[config.mk]
export PLATFORM = sky130hd
export DESIGN_NAME = alu_issue_arbiter
export DESIGN_NICKNAME = d
export VERILOG_FILES = /design/src/rtl/alu_pkg.sv /design/src/rtl/alu_rr_pick.sv /design/src/rtl/alu_issue_arbiter.sv
export SDC_FILE = /design/constraint.sdc
export NUM_CORES = 1
export LEC_CHECK = 0
export CAP_MARGIN = 25
export CORE_UTILIZATION = 41
export CTS_BUF_LIST = sky130_fd_sc_hd__clkbuf_4 sky130_fd_sc_hd__clkbuf_8 sky130_fd_sc_hd__clkbuf_16
export CTS_CLUSTER_DIAMETER = 30
export DETAILED_ROUTE_END_ITERATION = 7
export PLACE_DENSITY = 0.87
export SLEW_MARGIN = 10
export SYNTH_ARGS = -nofsm -noshare
export SYNTH_HDL_FRONTEND = slang
export SYNTH_SLANG_ARGS = --single-unit
export TNS_END_PERCENT = 100
[constraint.sdc]
create_clock -name clk -period 6.3 [get_ports clk]
set_clock_uncertainty 0.05 [all_clocks]
set_input_delay 0.945 -clock clk [delete_from_list [all_inputs] [get_ports clk]]
set_output_delay 0.945 -clock clk [all_outputs]
set_load 0.02 [all_outputs]
[src/rtl/alu_pkg.sv]
// -----------------------------------------------------------------------------
// alu_pkg
// Shared definitions for the ALU and its issue arbiter:
//   - ALU select encodings (4-bit codes driven on alu_sel)
//   - requester index constants (also used as the response tag value)
//   - onehot2(): converts a 1-bit requester tag into a 2-bit one-hot vector
// -----------------------------------------------------------------------------
package alu_pkg;

    typedef enum logic [3:0] {
        ALU_ADD  = 4'b0000,
        ALU_SUB  = 4'b0001,
        ALU_XOR  = 4'b0010,
        ALU_OR   = 4'b0011,
        ALU_AND  = 4'b0100,
        ALU_SLL  = 4'b0101,
        ALU_SRL  = 4'b0110,
        ALU_SRA  = 4'b0111,
        ALU_SLT  = 4'b1000,
        ALU_SLTU = 4'b1001
    } alu_sel_e;

    // Requester 0 is the integer execute path, requester 1 branch/address-gen.
    localparam logic REQ_EXEC = 1'b0;
    localparam logic REQ_AGEN = 1'b1;

    function automatic logic [1:0] onehot2(input logic tag);
        logic [1:0] vec;
        vec = 2'b00;
        vec[tag] = 1'b1;
        return vec;
    endfunction

endpackage

[src/rtl/alu_rr_pick.sv]
// -----------------------------------------------------------------------------
// alu_rr_pick
// Two-input winner selection for the ALU issue arbiter.
// Build option: ALU_ARB_ROUND_ROBIN_EN
//   defined   - on a tie the requester other than last_grant wins; last_grant
//               updates only when a request transfer happens (xfer).
//   undefined - fixed priority, requester 0 wins every tie; no pointer state,
//               so clk/rst/xfer ports are not present.
// Ports:
//   clk, rst   clock / asynchronous active-high reset (round-robin build only)
//   xfer       a request transferred this cycle (round-robin build only)
//   req_valid  per-requester request valid
//   winner     index of the selected requester
// -----------------------------------------------------------------------------
module alu_rr_pick
    import alu_pkg::*;
(
`ifdef ALU_ARB_ROUND_ROBIN_EN
    input  logic       clk,
    input  logic       rst,
    input  logic       xfer,
`endif
    input  logic [1:0] req_valid,
    output logic       winner
);

`ifdef ALU_ARB_ROUND_ROBIN_EN
    logic last_grant_r;

    // Winner selection: a lone requester wins, a tie goes away from last_grant.
    always_comb begin
        winner = REQ_EXEC;
        case (req_valid)
            2'b01:   winner = REQ_EXEC;
            2'b10:   winner = REQ_AGEN;
            2'b11:   winner = ~last_grant_r;
            default: winner = REQ_EXEC;
        endcase
    end

    // Pointer register; reset to 1 so requester 0 wins the first tie.
    always_ff @(posedge clk or posedge rst) begin
        if (rst) begin
            last_grant_r <= 1'b1;
        end else if (xfer) begin
            last_grant_r <= winner;
        end else begin
            last_grant_r <= last_grant_r;
        end
    end
`else
    // Fixed priority: requester 1 wins only when requester 0 is idle.
    always_comb begin
        winner = REQ_EXEC;
        case (req_valid)
            2'b10:   winner = REQ_AGEN;
            default: winner = REQ_EXEC;
        endcase
    end
`endif

endmodule

[src/rtl/alu_issue_arbiter.sv]
// -----------------------------------------------------------------------------
// alu_issue_arbiter
// Shares one combinational ALU between the execute path (requester 0) and the
// branch/address-generation path (requester 1). A winning request is
// registered into the issue stage (S1) which drives the ALU; the ALU result is
// captured into the response stage (S2) and returned to the originating
// requester with backpressure.
// Build option: ALU_ARB_ROUND_ROBIN_EN selects round-robin tie breaking
// (see alu_rr_pick); default build is fixed priority, requester 0 first.
// Ports:
//   clk, rst             clock, asynchronous active-high reset
//   req_valid/req_ready  per-requester handshake (at most one ready bit high)
//   req_sel/req_a/req_b  per-requester ALU select code and operands
//   alu_sel/alu_a/alu_b  issue-stage outputs to the ALU (zero when S1 empty)
//   alu_result           combinational ALU result
//   rsp_valid/rsp_ready  one-hot response valid indexed by requester, accept
//   rsp_data             response result
//   busy                 S1 or S2 holds a valid entry
// -----------------------------------------------------------------------------
module alu_issue_arbiter
    import alu_pkg::*;
#(
    parameter int XLEN = 32
) (
    input  logic                 clk,
    input  logic                 rst,
    input  logic [1:0]           req_valid,
    output logic [1:0]           req_ready,
    input  logic [1:0][3:0]      req_sel,
    input  logic [1:0][XLEN-1:0] req_a,
    input  logic [1:0][XLEN-1:0] req_b,
    output logic [3:0]           alu_sel,
    output logic [XLEN-1:0]      alu_a,
    output logic [XLEN-1:0]      alu_b,
    input  logic [XLEN-1:0]      alu_result,
    output logic [1:0]           rsp_valid,
    output logic [XLEN-1:0]      rsp_data,
    input  logic [1:0]           rsp_ready,
    output logic                 busy
);

    logic            v1_r;
    logic            tag1_r;
    logic [3:0]      sel1_r;
    logic [XLEN-1:0] a1_r;
    logic [XLEN-1:0] b1_r;
    logic            v2_r;
    logic            tag2_r;
    logic [XLEN-1:0] data2_r;

    logic s2_accept_s;
    logic s1_advance_s;
    logic s1_accept_s;
    logic rsp_fire_s;
    logic winner_s;
    logic xfer_s;

    alu_rr_pick u_pick (
`ifdef ALU_ARB_ROUND_ROBIN_EN
        .clk       (clk),
        .rst       (rst),
        .xfer      (xfer_s),
`endif
        .req_valid (req_valid),
        .winner    (winner_s)
    );

    // Pipeline flow control and grant generation.
    always_comb begin
        s2_accept_s  = !v2_r | rsp_ready[tag2_r];
        s1_advance_s = v1_r & s2_accept_s;
        s1_accept_s  = !v1_r | s1_advance_s;
        rsp_fire_s   = v2_r & rsp_ready[tag2_r];
        req_ready    = 2'b00;
        // Ready is also held low while reset is asserted so the handshake
        // outputs are quiet immediately, not just after the next edge.
        if (s1_accept_s && !rst) begin
            req_ready[winner_s] = req_valid[winner_s];
        end else begin
            req_ready = 2'b00;
        end
        xfer_s = |(req_valid & req_ready);
    end

    // Issue stage: load the granted request, otherwise empty to zeros when it
    // drains so the ALU sees ADD 0,0 while idle.
    always_ff @(posedge clk or posedge rst) begin
        if (rst) begin
            v1_r   <= 1'b0;
            tag1_r <= REQ_EXEC;
            sel1_r <= ALU_ADD;
            a1_r   <= '0;
            b1_r   <= '0;
        end else if (s1_accept_s) begin
            if (xfer_s) begin
                v1_r   <= 1'b1;
                tag1_r <= winner_s;
                sel1_r <= req_sel[winner_s];
                a1_r   <= req_a[winner_s];
                b1_r   <= req_b[winner_s];
            end else begin
                v1_r   <= 1'b0;
                tag1_r <= REQ_EXEC;
                sel1_r <= ALU_ADD;
                a1_r   <= '0;
                b1_r   <= '0;
            end
        end else begin
            v1_r   <= v1_r;
            tag1_r <= tag1_r;
            sel1_r <= sel1_r;
            a1_r   <= a1_r;
            b1_r   <= b1_r;
        end
    end

    // Response stage: a reload from S1 wins over a same-cycle drain.
    always_ff @(posedge clk or posedge rst) begin
        if (rst) begin
            v2_r    <= 1'b0;
            tag2_r  <= REQ_EXEC;
            data2_r <= '0;
        end else if (s1_advance_s) begin
            v2_r    <= 1'b1;
            tag2_r  <= tag1_r;
            data2_r <= alu_result;
        end else if (rsp_fire_s) begin
            v2_r    <= 1'b0;
            tag2_r  <= REQ_EXEC;
            data2_r <= '0;
        end else begin
            v2_r    <= v2_r;
            tag2_r  <= tag2_r;
            data2_r <= data2_r;
        end
    end

    assign alu_sel   = sel1_r;
    assign alu_a     = a1_r;
    assign alu_b     = b1_r;
    assign rsp_valid = v2_r ? onehot2(tag2_r) : 2'b00;
    assign rsp_data  = data2_r;
    assign busy      = v1_r | v2_r;

endmodule
### Word level (Yosys, flattened, before mapping)

Index checks and enable logic that the tools add are counted.

* $add $sub $neg: 0
* $mul: 0
* divide/modulo/power cells: 0
* $lt $le $gt $ge: 4
* equal/unequal tests: 1
* shifts and indexed selects: 0
* multiplexer cells: 27
* bitwise gates (word level): 7
* reduce and logical (&&, ||, !) cells: 8

Operator list (count)
* $mux W32: 8
* $mux W1: 12
* $mux W4: 3
* $and A2 B2 Y2: 2
* $lt A1 B2 Y1 const B: 2
* $mux W2: 2
* $logic_and A1 B1 Y1: 3
* $logic_not A1 Y1: 3
* $or A1 B1 Y1: 3
* $and A1 B1 Y1: 2
* $demux W1 S1: 2
* $eq A2 B2 Y1 const B: 1
* $ge A1 B1 Y1 const B: 2
* $reduce_bool A2 Y1: 1
* $reduce_or A2 Y1: 1

* bits in registers: 104
* latch bits: 0
* bits in writable memories: 0
* ROM bits: 0
* output and inout bits: 105
* memories kept: 0

### Logic depth before layout (Yosys ltp)

* depth after elaboration: 11
* depth in mapped cells: 6
* gate-level depth less buffers: 3

### By module

A second synthesis with hierarchy kept.

* cell total of the unflattened synthesis: 324
* area, all modules: 4914.7 µm²

By module, submodules not included
* alu_issue_arbiter: times used 1, cells each 323, area an instance 4901.0 µm², sequential area each 2602.5 µm²
* alu_rr_pick: times used 1, cells each 1, area an instance 13.8 µm², sequential area each 0.0 µm²

### Worst setup path after synthesis

OpenSTA, ideal clock, no wires.

* path kind: in2out
* from: in req_valid[0]
* to: out req_ready[0]
* arrival: 2081 ps
* required time: 5305 ps
* path slack: 3224 ps
* cell stages on the path: 5
* path buffers: 3
* path through: nor2b_1 clkbuf_1 buf_2 clkbuf_1 nor2b_1

* word-level cells in the longest chain between the ends: 8
* elaborated cells on any way between the ends: 11
* those cells by class: 2 x order compare; 1 x eq/ne; 6 x mux; 1 x bitwise; 1 x reduce/logical

Ends and longest elaborated chain
* start: declaration: line alu_issue_arbiter.sv:27 `input logic [1:0] req_valid,`
* $eq A2 B2 Y1: line alu_rr_pick.sv:55 `case (req_valid)`
* $mux W1: line alu_rr_pick.sv:55
* $lt A1 B2 Y1 (implied by the code) or $ge A1 B1 Y1 (tied branches): line alu_issue_arbiter.sv:78 `req_ready[winner_s] = req_valid[winner_s];`
* $logic_and A1 B1 Y1 (implied by the code): line alu_issue_arbiter.sv:78
* $mux W1 (implied by the code): line alu_issue_arbiter.sv:78
* $demux W1 S1: line alu_issue_arbiter.sv:78
* $and A2 B2 Y2 (no line) (*)
* $mux W2 (*): line alu_issue_arbiter.sv:77 `if (s1_accept_s && !rst) begin`
* end: declaration: line alu_issue_arbiter.sv:28 `output logic [1:0] req_ready,`

Mark *: on every way between the ends. The rest lies on a longest branch, timed or not. The select of a mux whose other input is x is not followed.

### Worst setup path after layout

* from: in rst
* to: out req_ready[1]

* word-level cells in the longest chain between the ends: 3

Ends and longest elaborated chain
* start: declaration: line alu_issue_arbiter.sv:26 `input logic rst,`
* $logic_not A1 Y1 (no line)
* $logic_and A1 B1 Y1: line alu_issue_arbiter.sv:77
* $mux W2: line alu_issue_arbiter.sv:77

No other way between the ends.

==> impl_metrics.xml <==
<?xml version="1.0" encoding="UTF-8"?>
<metrics>
  <group name="final_layout">
    <metric name="antenna_cells_inserted" unit="">0</metric>
    <metric name="fin_area" unit="µm²">7853</metric>
    <metric name="finish.net_count" unit="">781</metric>
    <metric name="final_cell_mix" unit="">278 x clkdlybuf4s50_1, 104 x dfrtp_1, 93 x a22o_1, 63 x mux2_2, 12 x nor2_1</metric>
    <metric name="final_layout_size_suffix_gt1_frac" unit="">0.1506</metric>
    <metric name="mostFrequentLayoutCell" unit="">clkdlybuf4s50_1</metric>
    <metric name="area_growth" unit="%">67.45</metric>
    <metric name="number_of_fill_cells_in_the_layout" unit="">759</metric>
  </group>
  <group name="pwr">
    <metric name="vdd.ir_drop.worst" unit="mV">0.1761</metric>
    <metric name="sequential_cell_fraction_of_total_power" unit="">0.402</metric>
    <metric name="p_switching" unit="W">0.0006080</metric>
    <metric name="p_int" unit="W">0.001442</metric>
    <metric name="share_clk_of_total_power" unit="">0.257</metric>
    <metric name="pwr-share-comb" unit="">0.341</metric>
    <metric name="power.share.switching" unit="">0.2966</metric>
    <metric name="powerDensity" unit="nW/µm²">261.0</metric>
    <metric name="static-leakage-power" unit="nW">3.405</metric>
  </group>
  <group name="synthesis">
    <metric name="synth_enable_flop_cells" unit="">0</metric>
    <metric name="post-synth-top-area-fraction" unit="">0.5550</metric>
    <metric name="synth_area" unit="µm²">4689</metric>
    <metric name="postSynthNetCount" unit="">514</metric>
    <metric name="async_s_r_ff_share_synth" unit="">1.000</metric>
    <metric name="register_bit_total_from_synthesis" unit="">104</metric>
    <metric name="synth_area_per_cell" unit="µm²">13.79</metric>
    <metric name="ys.flop_type" unit="">dfrtp_1</metric>
    <metric name="synth.yosys.seq_area_share" unit="">0.5550</metric>
    <metric name="ys_top_cells_by_area" unit="">dfrtp_1 55%, a22o_1 17%, mux2_2 15%</metric>
    <metric name="postSynthCellCount" unit="">340</metric>
    <metric name="synth.largest_area_cell" unit="">dfrtp_1</metric>
    <metric name="ys_types" unit="">24</metric>
    <metric name="synthesis.yosys.warnings" unit="">0</metric>
  </group>
  <group name="clock_tree">
    <metric name="clkSinkCount" unit="">104</metric>
    <metric name="cts-root-buf" unit="">clkbuf_16</metric>
    <metric name="path_clk_slew" unit="ns">0.06</metric>
    <metric name="clock_latency" unit="ns">0.33</metric>
    <metric name="cts-buffers-inserted" unit="">9</metric>
    <metric name="clk_path_buf_depth" unit="">2</metric>
    <metric name="cts_hold_buf" unit="">0</metric>
    <metric name="cts_resized" unit="">0</metric>
    <metric name="ctsHtreeMaxLevel" unit="">3</metric>
    <metric name="cts_tree" unit="">done</metric>
    <metric name="post_cts.repair.setup_buffers" unit="">0</metric>
  </group>
  <group name="placed_design">
    <metric name="detailed_place_hpwl" unit="µm">10260</metric>
    <metric name="port_buffers" unit="">278</metric>
    <metric name="gp_congestion" unit="">0.8395</metric>
    <metric name="placement.cell_area" unit="µm²">7540</metric>
  </group>
  <group name="die">
    <metric name="die-width" unit="µm">108.9</metric>
    <metric name="die-height" unit="µm">108.9</metric>
    <metric name="number_of_cell_rows" unit="">38</metric>
    <metric name="start_util" unit="">0.4270</metric>
    <metric name="placeableCoreArea" unit="µm²">10980</metric>
    <metric name="design.portCount" unit="">279</metric>
    <metric name="fp.dieArea" unit="µm²">11870</metric>
  </group>
  <group name="routing">
    <metric name="post-route-drc-count" unit="">0</metric>
    <metric name="dr_total_vias" unit="">4037</metric>
    <metric name="drt_iter0_markers" unit="">169</metric>
    <metric name="antenna_left" unit="">0</metric>
    <metric name="firstDrtPassIters" unit="">4</metric>
    <metric name="routedWlPerCell" unit="µm">18.44</metric>
    <metric name="routed_via_density" unit="">5.375</metric>
    <metric name="drt_wl_total" unit="µm">13850</metric>
  </group>
  <group name="sta">
    <metric name="achievable-frequency" unit="MHz">239.5</metric>
    <metric name="timing.final.setup_violations" unit="">0</metric>
    <metric name="finalWorstPathRequiredPeriod" unit="ns">4.176</metric>
    <metric name="slew_violations" unit="">0</metric>
    <metric name="max-slew-margin-rel" unit="">0.4042</metric>
    <metric name="unrepaired_setup_endpoints_after_global_routing" unit="">no</metric>
    <metric name="final_hold_vios" unit="">0</metric>
    <metric name="setup_tns_final" unit="ns">0</metric>
    <metric name="timing.final.crit_share" unit="">0.6629</metric>
    <metric name="timing_worst_slew_pin_value" unit="ns">0.8937</metric>
  </group>
  <group name="worst_setup_path">
    <metric name="worstSetupStartpointType" unit="">input port</metric>
    <metric name="endpoint_kind" unit="">output pin</metric>
    <metric name="reg2reg_to" unit="">alu_a[22]$_DFFE_PP0P_</metric>
    <metric name="critPathRequiredTime" unit="ns">5.30</metric>
    <metric name="reg2reg_from" unit="">v1_r$_DFFE_PP0P_</metric>
    <metric name="cp.arrival" unit="ns">3.18</metric>
    <metric name="setup.reg_to_reg.worst_slack" unit="ns">3.76</metric>
    <metric name="setup_crit_start" unit="">rst</metric>
    <metric name="critical_path_peak_fanout" unit="">70</metric>
    <metric name="ff2ff_path_depth" unit="">4</metric>
    <metric name="worst-setup-path-type" unit="">in -&gt; out</metric>
  </group>
  <group name="global_route">
    <metric name="met3_usage" unit="">0.05738</metric>
    <metric name="via_count_of_the_first_global_routing_pass" unit="">4017</metric>
    <metric name="grt_total_usage" unit="">0.2280</metric>
    <metric name="grt_pass1_wl" unit="µm">20490</metric>
    <metric name="grt_use_met2" unit="">0.4088</metric>
    <metric name="grt_start_max_net_pins" unit="">71</metric>
    <metric name="globalRoute.busiestLayer" unit="">met2</metric>
    <metric name="grt_antenna_before_repair" unit="">0</metric>
    <metric name="use_met1" unit="">0.2521</metric>
    <metric name="gr-total-overflow" unit="">0</metric>
  </group>
  <group name="run">
    <metric name="maxCapViolCount" unit="">0</metric>
  </group>
  <group name="min_path">
    <metric name="worst_hold_start" unit="">alu_a[25]$_DFFE_PP0P_</metric>
    <metric name="timing.hold.worst_path_depth" unit="">1</metric>
    <metric name="hold_end" unit="">alu_a[25]$_DFFE_PP0P_</metric>
    <metric name="holdCritPathClass" unit="">reg -&gt; reg</metric>
  </group>
  <group name="run_status">
    <metric name="outcome" unit="">finished clean</metric>
  </group>
</metrics>
how the worst max path moves through the flow:
stage	end	slack, ns	cells past startpoint
2_1_floorplan	alu_a[0]$_DFFE_PP0P_	2.57	1
3_3_place_gp	req_ready[1]	2.17	5
3_5_place_dp	req_ready[1]	2.08	5
4_1_cts	req_ready[1]	2.09	5
5_1_grt	req_ready[1]	2.00	5
6_report	req_ready[1]	2.12	5
worst max-delay path: stages:
cell	delay, ns
clkdlybuf4s50_1	0.57
nor3b_4	0.24
buf_4	0.60
nor2b_1	0.21
clkdlybuf4s50_1	0.61
metrics by stage:
step           total power (W)  utilization  setup slack, ns  cells  hold WS, ns
2_1_floorplan         0.001165            -            2.573    340       0.4608
6_report              0.002050       0.7150            2.124    751       0.4408
3_5_place_dp          0.001530       0.6865            2.081    734       0.4315
3_3_place_gp          0.001510       0.6865            2.171    734       0.4236
5_1_grt               0.002145       0.7150            2.003    751       0.4614
4_1_cts               0.002059       0.7122            2.086    749       0.4459
kinds of logic after synthesis:
group | after synthesis | share of synthesized area
DFF | 104 | 0.5550
muxes | 79 | 0.1881
and+or+nand+nor | 19 | 0.02215
buffers and inverters | 32 | 0.03762
AOI/OAI and AO/OA | 106 | 0.1972
area by class of cell:
cell class	count	area, µm²	area share
Clock buffer	13	267.8	0.03410
Clock inverter	2	15.01	0.001912
Inverter	4	17.52	0.002231
Multi-Input combinational cell	204	1932	0.2460
Sequential cell	104	2603	0.3314
Tap cell	140	175.2	0.02231
Timing Repair Buffer	284	2843	0.3620
cell usage after synthesis, types with 3 or more instances:
| cell type | count |
|---|---|
| clkbuf_1 | 18 |
| mux2i_1 | 9 |
| nor2_1 | 12 |
| a221o_1 | 7 |
| mux2_2 | 63 |
| dfrtp_1 | 104 |
| nor2b_1 | 3 |
| buf_6 | 7 |
| buf_2 | 3 |
| inv_1 | 3 |
| a22o_1 | 93 |
| mux2_1 | 6 |
power groups by stage:
| stage | Clock [W] | Sequential, W | Combinational (W) |
|---|---|---|---|
| 4_1_cts | 0.000538 | 0.000824 | 0.000697 |
| 5_1_grt | 0.000571 | 0.000837 | 0.000737 |
| 3_5_place_dp | 0 | 0.000837 | 0.000694 |
| 2_1_floorplan | 0 | 0.000941 | 0.000224 |
| 3_3_place_gp | 0 | 0.000831 | 0.000679 |
| 6_report | 0.000526 | 0.000825 | 0.000699 |
sequential cells by signal, indices dropped and copies added (netlist names):
register / cells
tag1_r: 1
tag2_r: 1
rsp_data: 32
alu_a: 32
alu_b: 32
v2_r: 1
v1_r: 1
alu_sel: 4
metal layers:
metal | vias up | wire length (µm) | part of all wire
li1 | 1840 | - | -
met4 | 0 | 412 | 0.030
met1 | 1952 | 5064 | 0.37
met2 | 217 | 7085 | 0.51
met5 | - | 0 | 0
met3 | 28 | 1284 | 0.093
Note: power is estimated with default switching activity, not from simulation.
